===== config.mk =====
export PLATFORM = sky130hd
export DESIGN_NAME = shift_right_seq
export DESIGN_NICKNAME = d
export VERILOG_FILES = /design/src/rtl/shift_right_seq.sv
export SDC_FILE = /design/constraint.sdc
export NUM_CORES = 1
export LEC_CHECK = 0
export ABC_AREA = 1
export BUFFER_PORTS_ARGS = -buffer_cell sky130_fd_sc_hd__buf_2
export CAP_MARGIN = 25
export CORE_MARGIN = 3
export CORE_UTILIZATION = 44
export DETAILED_ROUTE_END_ITERATION = 12
export GPL_TIMING_DRIVEN = 0
export MAX_ROUTING_LAYER = met4
export PLACE_DENSITY = 0.75
export SETUP_SLACK_MARGIN = 0.15
export SLEW_MARGIN = 20
export SYNTH_ARGS = -nofsm -noshare
export SYNTH_HDL_FRONTEND = slang
export SYNTH_SLANG_ARGS = --single-unit

===== constraint.sdc =====
create_clock -name clk -period 1.1 [get_ports clk]
set_input_delay 0.11 -clock clk [delete_from_list [all_inputs] [get_ports clk]]
set_output_delay 0.11 -clock clk [all_outputs]
set_load 0.005 [all_outputs]

===== src/rtl/shift_right_seq.sv =====
// Multi-cycle right shifter: one bit position per clock under a start/busy/done handshake.
// Define SHIFT_RIGHT_ARITH_EN to honour the arith input (sign fill); otherwise logical only.
`timescale 1ns/1ps

module shift_right_seq #(
    parameter int unsigned WIDTH = 32
) (
    input  logic             clk,
    input  logic             reset,
    input  logic             start,
    input  logic [WIDTH-1:0] in,
    input  logic [4:0]       shamt,
    input  logic             arith,
    output logic             busy,
    output logic             done,
    output logic [WIDTH-1:0] out
);

    typedef enum logic [1:0] {
        StIdle,
        StShift,
        StDone
    } state_e;

    state_e           state_q, state_d;
    logic [WIDTH-1:0] data_q, data_d;
    logic [4:0]       count_q, count_d;
    logic             fill;
    logic             accept;

    // A new request is only taken when no operation is in flight.
    assign accept = start && ((state_q == StIdle) || (state_q == StDone));

`ifdef SHIFT_RIGHT_ARITH_EN
    logic mode_q, mode_d;

    always_comb begin
        mode_d = mode_q;
        if (accept) begin
            mode_d = arith;
        end
    end

    always_ff @(posedge clk) begin
        if (reset) begin
            mode_q <= 1'b0;
        end else begin
            mode_q <= mode_d;
        end
    end

    assign fill = mode_q & data_q[WIDTH-1];
`else
    logic unused_arith;
    assign unused_arith = arith;
    assign fill         = 1'b0;
`endif

    // State register
    always_ff @(posedge clk) begin
        if (reset) begin
            state_q <= StIdle;
        end else begin
            state_q <= state_d;
        end
    end

    // Next-state logic
    always_comb begin
        state_d = state_q;
        case (state_q)
            StIdle: begin
                if (start) begin
                    state_d = (shamt != 5'd0) ? StShift : StDone;
                end
            end
            StShift: begin
                if (count_q == 5'd1) begin
                    state_d = StDone;
                end
            end
            StDone: begin
                if (start) begin
                    state_d = (shamt != 5'd0) ? StShift : StDone;
                end else begin
                    state_d = StIdle;
                end
            end
            default: state_d = StIdle;
        endcase
    end

    // Outputs decoded from registered state only
    always_comb begin
        busy = 1'b0;
        done = 1'b0;
        case (state_q)
            StShift: busy = 1'b1;
            StDone:  done = 1'b1;
            default: ;
        endcase
    end

    // Datapath next-state
    always_comb begin
        data_d  = data_q;
        count_d = count_q;
        if (accept) begin
            data_d  = in;
            count_d = shamt;
        end else if (state_q == StShift) begin
            data_d  = {fill, data_q[WIDTH-1:1]};
            count_d = count_q - 5'd1;
        end
    end

    always_ff @(posedge clk) begin
        if (reset) begin
            data_q  <= '0;
            count_q <= 5'd0;
        end else begin
            data_q  <= data_d;
            count_q <= count_d;
        end
    end

    assign out = data_q;

endmodule


* After elaboration in Yosys (flattened, before gate mapping)
Index checks and enable logic that the tools add are counted.
** Word-level totals
- Register bits after elaboration :: 39
- Output and inout bits :: 34
- Bits in read-only memories :: 0
- Input bits :: 41
- Word-level logic and storage cells :: 26
- RAM bits :: 0
- Latch bits :: 0
- Memories :: 0
** Cells by class
- $lt $le $gt $ge :: 0
- Divide/modulo/power cells :: 0
- $add $sub $neg :: 1
- Shift operators :: 0
- Multiply operators :: 0
- Bitwise logic cells :: 0
- Reduce and logical (&&, ||, !) cells :: 6
- Equal/unequal tests :: 5
- Mux-type cells :: 11
** Operators by type and width (number)
- $mux 32 :: 2
- $mux 5 :: 2
- $mux 2 :: 4
- $pmux 2 s3 :: 1
- $eq 5x1->1 const B :: 1
- $reduce_bool 5->1 :: 1
- $sub 5x1->5 const B :: 1
- $ne 2x2->1 const B :: 2
- $eq 2x1->1 const B :: 1
- $eq 2x2->1 const B :: 1
- $logic_not 2->1 :: 1
- $mux 1 :: 2
- $reduce_and 2->1 :: 1
- $reduce_bool 2->1 :: 1
- $logic_and 1x1->1 :: 1
- $logic_or 1x1->1 :: 1

* Logic depth before layout (Yosys ltp)
Gate-level depths: netlist (run 1).
- Word-level depth :: 4
- Mapped depth :: 8
- Mapped depth without buffers :: 7

* Worst setup path after synthesis (run 1)
OpenSTA, ideal clock, no wires.
- Path type :: reg-to-reg
- From :: reg state_q[0]
- To :: reg data_q[18], in the netlist out[18]
- Path buffers :: 1
- Setup time :: 0.135 ns
- Arrival time :: 1.006 ns
- Data required time :: 0.965 ns
- Cell stages (with the launch flop) :: 7
- Setup slack :: -0.041 ns
- Clock period less this slack :: 1.141 ns
- Cells stage by stage :: dfxtp_1 -> nand2_4 -> nand2_4 -> inv_8 -> buf_12 -> a21oi_2 -> nor2_2
** On the way
- Cells in the longest elaborated chain, start to end :: 4
- Elaborated cells between the ends (all ways) :: 7
- Classes of those cells :: eq/ne (2); mux (1); reduce/logical (4)
** RTL lines
- start: declaration :: line 25 : state_e state_q, state_d;
- start signal: assignment :: line 62 : state_q <= StIdle;
- start signal: assignment :: line 64 : state_q <= state_d;
- $eq 2x2->1 or $logic_not 2->1 (tied branches) :: line 32 : assign accept = start && ((state_q == StIdle) || (state_q == StDone));
- $logic_or 1x1->1 :: line 32
- $logic_and 1x1->1 :: line 32
- $mux 32 or $reduce_bool 2->1 (tied branches)
- end signal: assignment :: line 122 : data_q <= data_d;
- end: declaration :: line 26 : logic [WIDTH-1:0] data_q, data_d;
Parallel ways exist; a longest one is shown, timed or not.
A chain may end at the register's enable or synchronous reset.

* Worst setup path after layout (run 1)
- From :: reg state_q[0]
- To :: reg data_q[22], in the netlist out[22]
The elaborated chain is that of the path after synthesis.

==> impl_metrics.env, run 1 <==
export IMPL_peakVddDrop_mv=0.884
export IMPL_instances_no_fill=419
export IMPL_rsz0062_at_grt="yes"
export IMPL_via_count=2047
export IMPL_synth_nets=314
export IMPL_yosys_top_cells_count="nand2_1, dfxtp_1, a21oi_2, nor2_2, nor2_1"
export IMPL_synthDistinctLibCells=24
export IMPL_antenna_left=0
export IMPL_first_iter_violations=24
export IMPL_root_buffer="clkbuf_8"
export IMPL_synth_top_cell_area_share=0.380
export IMPL_fin_crit_sh=1.10
export IMPL_layout_setup_ws_ns=-0.115
export IMPL_grt_antenna_before_repair=0
export IMPL_wl_per_cell_um=12.7
export IMPL_max_cap_violations=0
export IMPL_post_drt_via_cell_ratio=4.89
export IMPL_hp_class="primary input to flip-flop"
export IMPL_start_util=0.465
export IMPL_die_w_um=74.3
export IMPL_power_total_mw=4.02
export IMPL_n_antenna_cell=0
export IMPL_syn_avg_cell_area_um2=7.57
export IMPL_worst_pin_slew_ns=0.721
export IMPL_fin_nets=409
export IMPL_stdcell_area_um2=3160
export IMPL_synth_most_common_cell="nand2_1"
export IMPL_syn_inst=271
export IMPL_clock_sinks=39
export IMPL_worstSkewPairLatency_ns=0.28
export IMPL_synthTopCellsByArea="dfxtp_1, nand2_1, a21oi_2, nor2_2, buf_12"
export IMPL_io_buffers=72
export IMPL_clk_path_buf_depth=2
export IMPL_setup_viol=37
export IMPL_clk_pin_slew_ns=0.08
export IMPL_end_kind="flip-flop"
export IMPL_async_flop_share=0
export IMPL_cts_tree="done"
export IMPL_max_freq_ghz=0.823
export IMPL_dieArea_um2=5520
export IMPL_violations="negative setup slack"
export IMPL_slew_headroom=0.519
export IMPL_wl_um=5330
export IMPL_htree_levels=2
export IMPL_postCtsHoldBufs=0
export IMPL_ff_latch_area_um2=806
export IMPL_placed_area_um2=2500
export IMPL_slew_violations=0
export IMPL_multi_input_area_um2=1440
export IMPL_syn_to_final_growth_pct=53.9
export IMPL_yosysSeqAreaShare=0.380
export IMPL_synthFlopType="dfxtp_1"
export IMPL_layout_min_cycle_time_ns=1.22
export IMPL_p_leak_nw=1.46
export IMPL_grt_ovfl_total=0
export IMPL_grt_util_all_layers=0.186
export IMPL_synth_edff_count=0
export IMPL_timing_critical_path_fanout_max=10
export IMPL_ys_seq_elements=39
export IMPL_drc=0
export IMPL_place_ws_ns=-0.0968
export IMPL_first_pass_iters=4
export IMPL_top_level_ports=75
export IMPL_final_setup_skew_ns=0.00810
export IMPL_p_per_area_nw_per_um2=1270
export IMPL_fill_cells=339
export IMPL_rows=24
export IMPL_gp_congestion=0.762
export IMPL_drive_gt1_frac=0.640
export IMPL_grt_pass1_wl_um=7870
export IMPL_yosys_warnings=0
export IMPL_core_area_um2=4410
export IMPL_post_place_cells=395
export IMPL_arrival_ns=1.36
export IMPL_crit_required_ns=1.25
export IMPL_netlist_area_um2=2050
export IMPL_outcome="finished with violations"
export IMPL_grt_max_degree=12
export IMPL_yosys_area_top_type="dfxtp_1"
export IMPL_cts_buffers_inserted=5
export IMPL_finalHoldViolCount=0
export IMPL_hpwlAfterDp_um=3320
export IMPL_criticalPathCategory="flip-flop to flip-flop"
export IMPL_die_h_um=74.3
export IMPL_grt_pass1_vias=1804
export IMPL_startpoint_type="flip-flop"
==> worst max-delay path, cell delays in order (launching register included) <==
cell	delay [ns]
dfxtp_4	0.42
nand2_8	0.09
buf_6	0.12
nand2_4	0.07
inv_8	0.05
buf_12	0.16
a21oi_4	0.13
nor2_2	0.04
==> flip-flops by register name, indices dropped and copies added, names as in the netlist <==
signal / flops
state_q: 2
count_q: 5
out: 32
==> cell type report <==
cell class              count  area share
plain buffers              13      0.0479
clock buffers               7      0.0242
clock inverters             1     0.00158
inverters                  13      0.0226
multi-input cells         206       0.457
flip-flops and latches     39       0.255
well taps                  52      0.0206
repair buffers             88       0.171
==> path summary, 6_finish.rpt <==
kind                                         startpoint  depth (start not counted)  slack [ns]              endpoint
worst min-delay path                             in[31]                          3        0.09  out[31]$_SDFFE_PP0P_
worst max-delay path            state_q[0]$_SDFFE_PP0P_                          7       -0.12  out[22]$_SDFFE_PP0P_
worst min register to register     out[30]$_SDFFE_PP0P_                          2        0.49  out[30]$_SDFFE_PP0P_
worst max register to register  state_q[0]$_SDFFE_PP0P_                          7       -0.12  out[22]$_SDFFE_PP0P_
==> power by group <==
group	internal (mW)	total (mW)	switching, mW
Sequential	1.54	1.71	0.166
Combinational	0.681	1.40	0.716
Clock	0.445	0.918	0.473
==> cells by family (layout without fill, tap and decap cells) <==
group | Yosys count | after routing | share of synthesized area
XOR/XNOR | 1 | 1 | 0.00427
adder cells (fa/ha/maj) | 2 | 2 | 0.0122
buffers and inverters | 26 | 122 | 0.0909
AO/OA/AOI/OAI | 44 | 44 | 0.162
AND/OR/NAND/NOR | 159 | 159 | 0.350
flip-flops | 39 | 39 | 0.380
==> repair_timing <==
action / 4_1_cts / 5_1_grt
endpoints found under the setup margin: 41 / 53
cloned: 0 / 1
pin swaps: 9 / 9
resized for setup: 49 / 62
setup buffers: 11 / 4
==> metrics by stage <==
stage / hold slack (ns) / setup TNS, ns / util
after global placement: 0.374 / -1.47 / 0.567
after CTS: 0.0857 / -3.22 / 0.648
final: 0.0916 / -3.49 / 0.715
after global routing: 0.0895 / -5.57 / 0.715
after floorplan: 0.282 / 0 / -
after detailed placement: 0.376 / -1.70 / 0.567
==> cell usage in the layout (no fill, tap or decap), drive strengths merged <==
cell type and instances:
buf 97, dfxtp 39, inv 13, ha 2, a21oi 37, nor2 41
nand3 10, nand2 106, xor2 1, clkbuf 11, and2 1, nand3b 1
o21ai 7, clkinv 1
==> layer usage <==
layer	share of wire	routed length (um)	track usage	up-vias
met1	0.45	2400	0.239	937
met5	0	0	-	-
met2	0.48	2580	0.308	62
li1	-	-	-	1044
met3	0.060	320	0.0284	4
met4	0.0064	34	0.0474	0
(Power assumes the default switching activity.)
==> inputs of run 2 (changes only) <==
--- a/config.mk
+++ b/config.mk
@@ -5,15 +5,15 @@
 export SDC_FILE = /design/constraint.sdc
 export NUM_CORES = 1
 export LEC_CHECK = 0
-export ABC_AREA = 1
 export BUFFER_PORTS_ARGS = -buffer_cell sky130_fd_sc_hd__buf_2
 export CAP_MARGIN = 25
 export CORE_MARGIN = 3
 export CORE_UTILIZATION = 44
+export CTS_CLUSTER_SIZE = 25
 export DETAILED_ROUTE_END_ITERATION = 12
 export GPL_TIMING_DRIVEN = 0
 export MAX_ROUTING_LAYER = met4
-export PLACE_DENSITY = 0.75
+export PLACE_DENSITY = 0.76
 export SETUP_SLACK_MARGIN = 0.15
 export SLEW_MARGIN = 20
 export SYNTH_ARGS = -nofsm -noshare
==> run 2 against run 1 <==
The flow still finishes with violations (negative setup slack). Clock skew is 0.0012 ns lower. First-iteration DRC count rose to 3.5 times the previous value. Count of clock-buffer cells in the layout did not move. Total power up 1.9%. Sequential cell count is the same. Area after synthesis decreased by 2.6%. Worst hold slack worse by 0.0049 ns. Via count decreased by 12%. Sequential power about the same. Wire length up 5.0%. Cell count fell by 19%. Global-route usage up 0.69 points. Largest cell class unchanged. Highest routed layer unchanged.
==> impl_metrics.env, run 2 <==
export IMPL_outcome="finished with violations"
export IMPL_violations="negative setup slack"
export IMPL_final_setup_skew_ns=0.00688
export IMPL_slew_headroom=0.529
export IMPL_cts_tree="done"
export IMPL_io_buffers=72
export IMPL_clk_path_buf_depth=2
export IMPL_n_antenna_cell=0
export IMPL_fin_crit_sh=1.18
export IMPL_synthFlopType="dfxtp_1"
export IMPL_gp_congestion=0.743
export IMPL_worstSkewPairLatency_ns=0.28
export IMPL_syn_to_final_growth_pct=53.0
export IMPL_max_freq_ghz=0.769
export IMPL_top_layer="met4"
export IMPL_end_kind="flip-flop"
export IMPL_yosys_top_cells_count="dfxtp_1, nand2_1, a21oi_2"
export IMPL_wl_per_cell_um=16.6
export IMPL_hpwlAfterDp_um=3410
export IMPL_layout_setup_ws_ns=-0.200
export IMPL_rsz0062_at_grt="yes"
export IMPL_netlist_area_um2=2000
export IMPL_root_buffer="clkbuf_8"
export IMPL_crit_required_ns=1.30
export IMPL_setup_viol=41
export IMPL_place_ws_ns=-0.165
export IMPL_slew_violations=0
export IMPL_postCtsHoldBufs=0
export IMPL_grt_pass1_vias=1722
export IMPL_hp_class="primary input to flip-flop"
export IMPL_layout_min_cycle_time_ns=1.30
export IMPL_worst_pin_slew_ns=0.706
export IMPL_cts_buffers_inserted=5
export IMPL_dieArea_um2=5390
export IMPL_ys_seq_elements=39
export IMPL_grt_ovfl_total=0
export IMPL_first_iter_violations=83
export IMPL_finalSetupTns_ns=-5.57
export IMPL_drc=0
export IMPL_yosys_area_top_type="dfxtp_1"
export IMPL_synth_edff_count=0
export IMPL_p_leak_nw=1.25
export IMPL_grt_util_all_layers=0.193
export IMPL_yosysSeqAreaShare=0.390
export IMPL_first_pass_iters=4
export IMPL_syn_inst=187
export IMPL_finalHoldViolCount=0
export IMPL_power_total_mw=4.10
export IMPL_synth_top_cell_area_share=0.390
export IMPL_core_area_um2=4200
export IMPL_grt_antenna_before_repair=0
export IMPL_synthDistinctLibCells=33
export IMPL_clk_pin_slew_ns=0.08
export IMPL_htree_levels=2
export IMPL_die_h_um=73.4
export IMPL_arrival_ns=1.50
export IMPL_via_count=1798
export IMPL_largest_register_ffs=32
export IMPL_mostFrequentLayoutCells="buf_2, a22oi_2, a21oi_2"
export IMPL_post_drt_via_cell_ratio=5.32
export IMPL_timing_critical_path_fanout_max=3
export IMPL_top_level_ports=75
export IMPL_startpoint_type="flip-flop"
export IMPL_start_util=0.476
export IMPL_synth_most_common_cell="dfxtp_1"
export IMPL_yosys_warnings=0
export IMPL_rows=23
export IMPL_synthTopCellsByArea="dfxtp_1, a22oi_2, a21oi_2, buf_12, nand2_1"
export IMPL_wl_met3_um=297
export IMPL_syn_avg_cell_area_um2=10.7
export IMPL_grt_pass1_wl_um=8000
export IMPL_grt_max_degree=13
export IMPL_wl_um=5600
export IMPL_criticalPathCategory="flip-flop to flip-flop"
export IMPL_p_per_area_nw_per_um2=1340
export IMPL_peakVddDrop_mv=0.925
export IMPL_async_flop_share=0
export IMPL_max_cap_violations=0
export IMPL_dr_wl_met2_um=2720
export IMPL_drive_gt1_frac=0.743
export IMPL_fin_nets=330
export IMPL_final_common_cell="buf_2"
export IMPL_clock_sinks=39
export IMPL_synth_nets=230
export IMPL_wl_met1_um=2370
export IMPL_antenna_left=0
export IMPL_die_w_um=73.4
[run 2: changes by cell type after synthesis, sizes merged, moves of 2 or more]
| cell | change |
|---|---|
| a221oi | +2 |
| nand2b | +2 |
| a22oi | +32 |
| a32oi | +2 |
| inv | -9 |
| nand2 | -75 |
| a21oi | -2 |
| mux2i | +2 |
| nor2 | -32 |
| nor3 | +2 |
| o21ai | -5 |
| nand3 | -10 |
[run 2: cells by family (layout without fill, tap and decap cells)]
kind of cell | Yosys count | after routing | synth area share
flops | 39 | 39 | 0.390
simple gates | 50 | 50 | 0.128
compound gates | 73 | 73 | 0.348
fa+ha+maj | 2 | 2 | 0.0125
mux | 3 | 3 | 0.0156
xor+xnor | 1 | 1 | 0.00438
buf+inv | 19 | 120 | 0.101
[run 2: final cells by class]
class | instances | area [um2]
clock inverter | 1 | 5.00
multi-input combinational | 129 | 1180
clock buffer | 7 | 108
sequential | 39 | 803
inverter | 4 | 25.0
tap | 50 | 62.6
fill | 299 | 1140
buffer | 15 | 214
timing repair buffer | 93 | 662
[run 2: layer usage]
metal / vias up / GRT usage
met5: - / -
met4: 0 / 0.0543
met3: 23 / 0.0520
met2: 56 / 0.318
met1: 849 / 0.233
li1: 870 / -
[run 2: metrics by stage]
stage                     instance area [um2]   util  hold WS [ns]  cells
after global routing                     3060  0.728        0.0922    338
final                                    3060  0.728        0.0867    338
after global placement                   2470  0.588         0.365    309
after detailed placement                 2470  0.588         0.366    309
after CTS                                2810  0.669        0.0703    329
after floorplan                          2050      -         0.245    187
[run 2: repair_timing]
action | 4_1_cts | 5_1_grt
gates cloned | 3 | 3
pin swaps | 5 | 13
endpoints found under the setup margin | 41 | 47
buffers inserted | 9 | 6
resized for setup | 20 | 35
[run 2: final timing paths]
kind                           start                      end  slack, ns  cells past startpoint
max reg2reg  count_q[1]$_SDFFE_PP0P_  count_q[3]$_SDFFE_PP0P_      -0.20                      4
min                           in[14]     out[14]$_SDFFE_PP0P_       0.09                      3
min reg2reg      out[0]$_SDFFE_PP0P_      out[0]$_SDFFE_PP0P_       0.47                      2
max          count_q[1]$_SDFFE_PP0P_  count_q[3]$_SDFFE_PP0P_      -0.20                      4
[run 2: power breakdown]
group / switching, mW / total, mW / internal, mW
Clock: 0.506 / 1.15 / 0.643
Sequential: 0.141 / 1.68 / 1.54
Combinational: 0.569 / 1.27 / 0.705
[run 2: worst max-delay path, cell delays in order (launching register included)]
cell and delay, ns:
dfxtp_4 0.37, or3_4 0.39, nor3_2 0.17, a21oi_1 0.07, a21oi_1 0.22
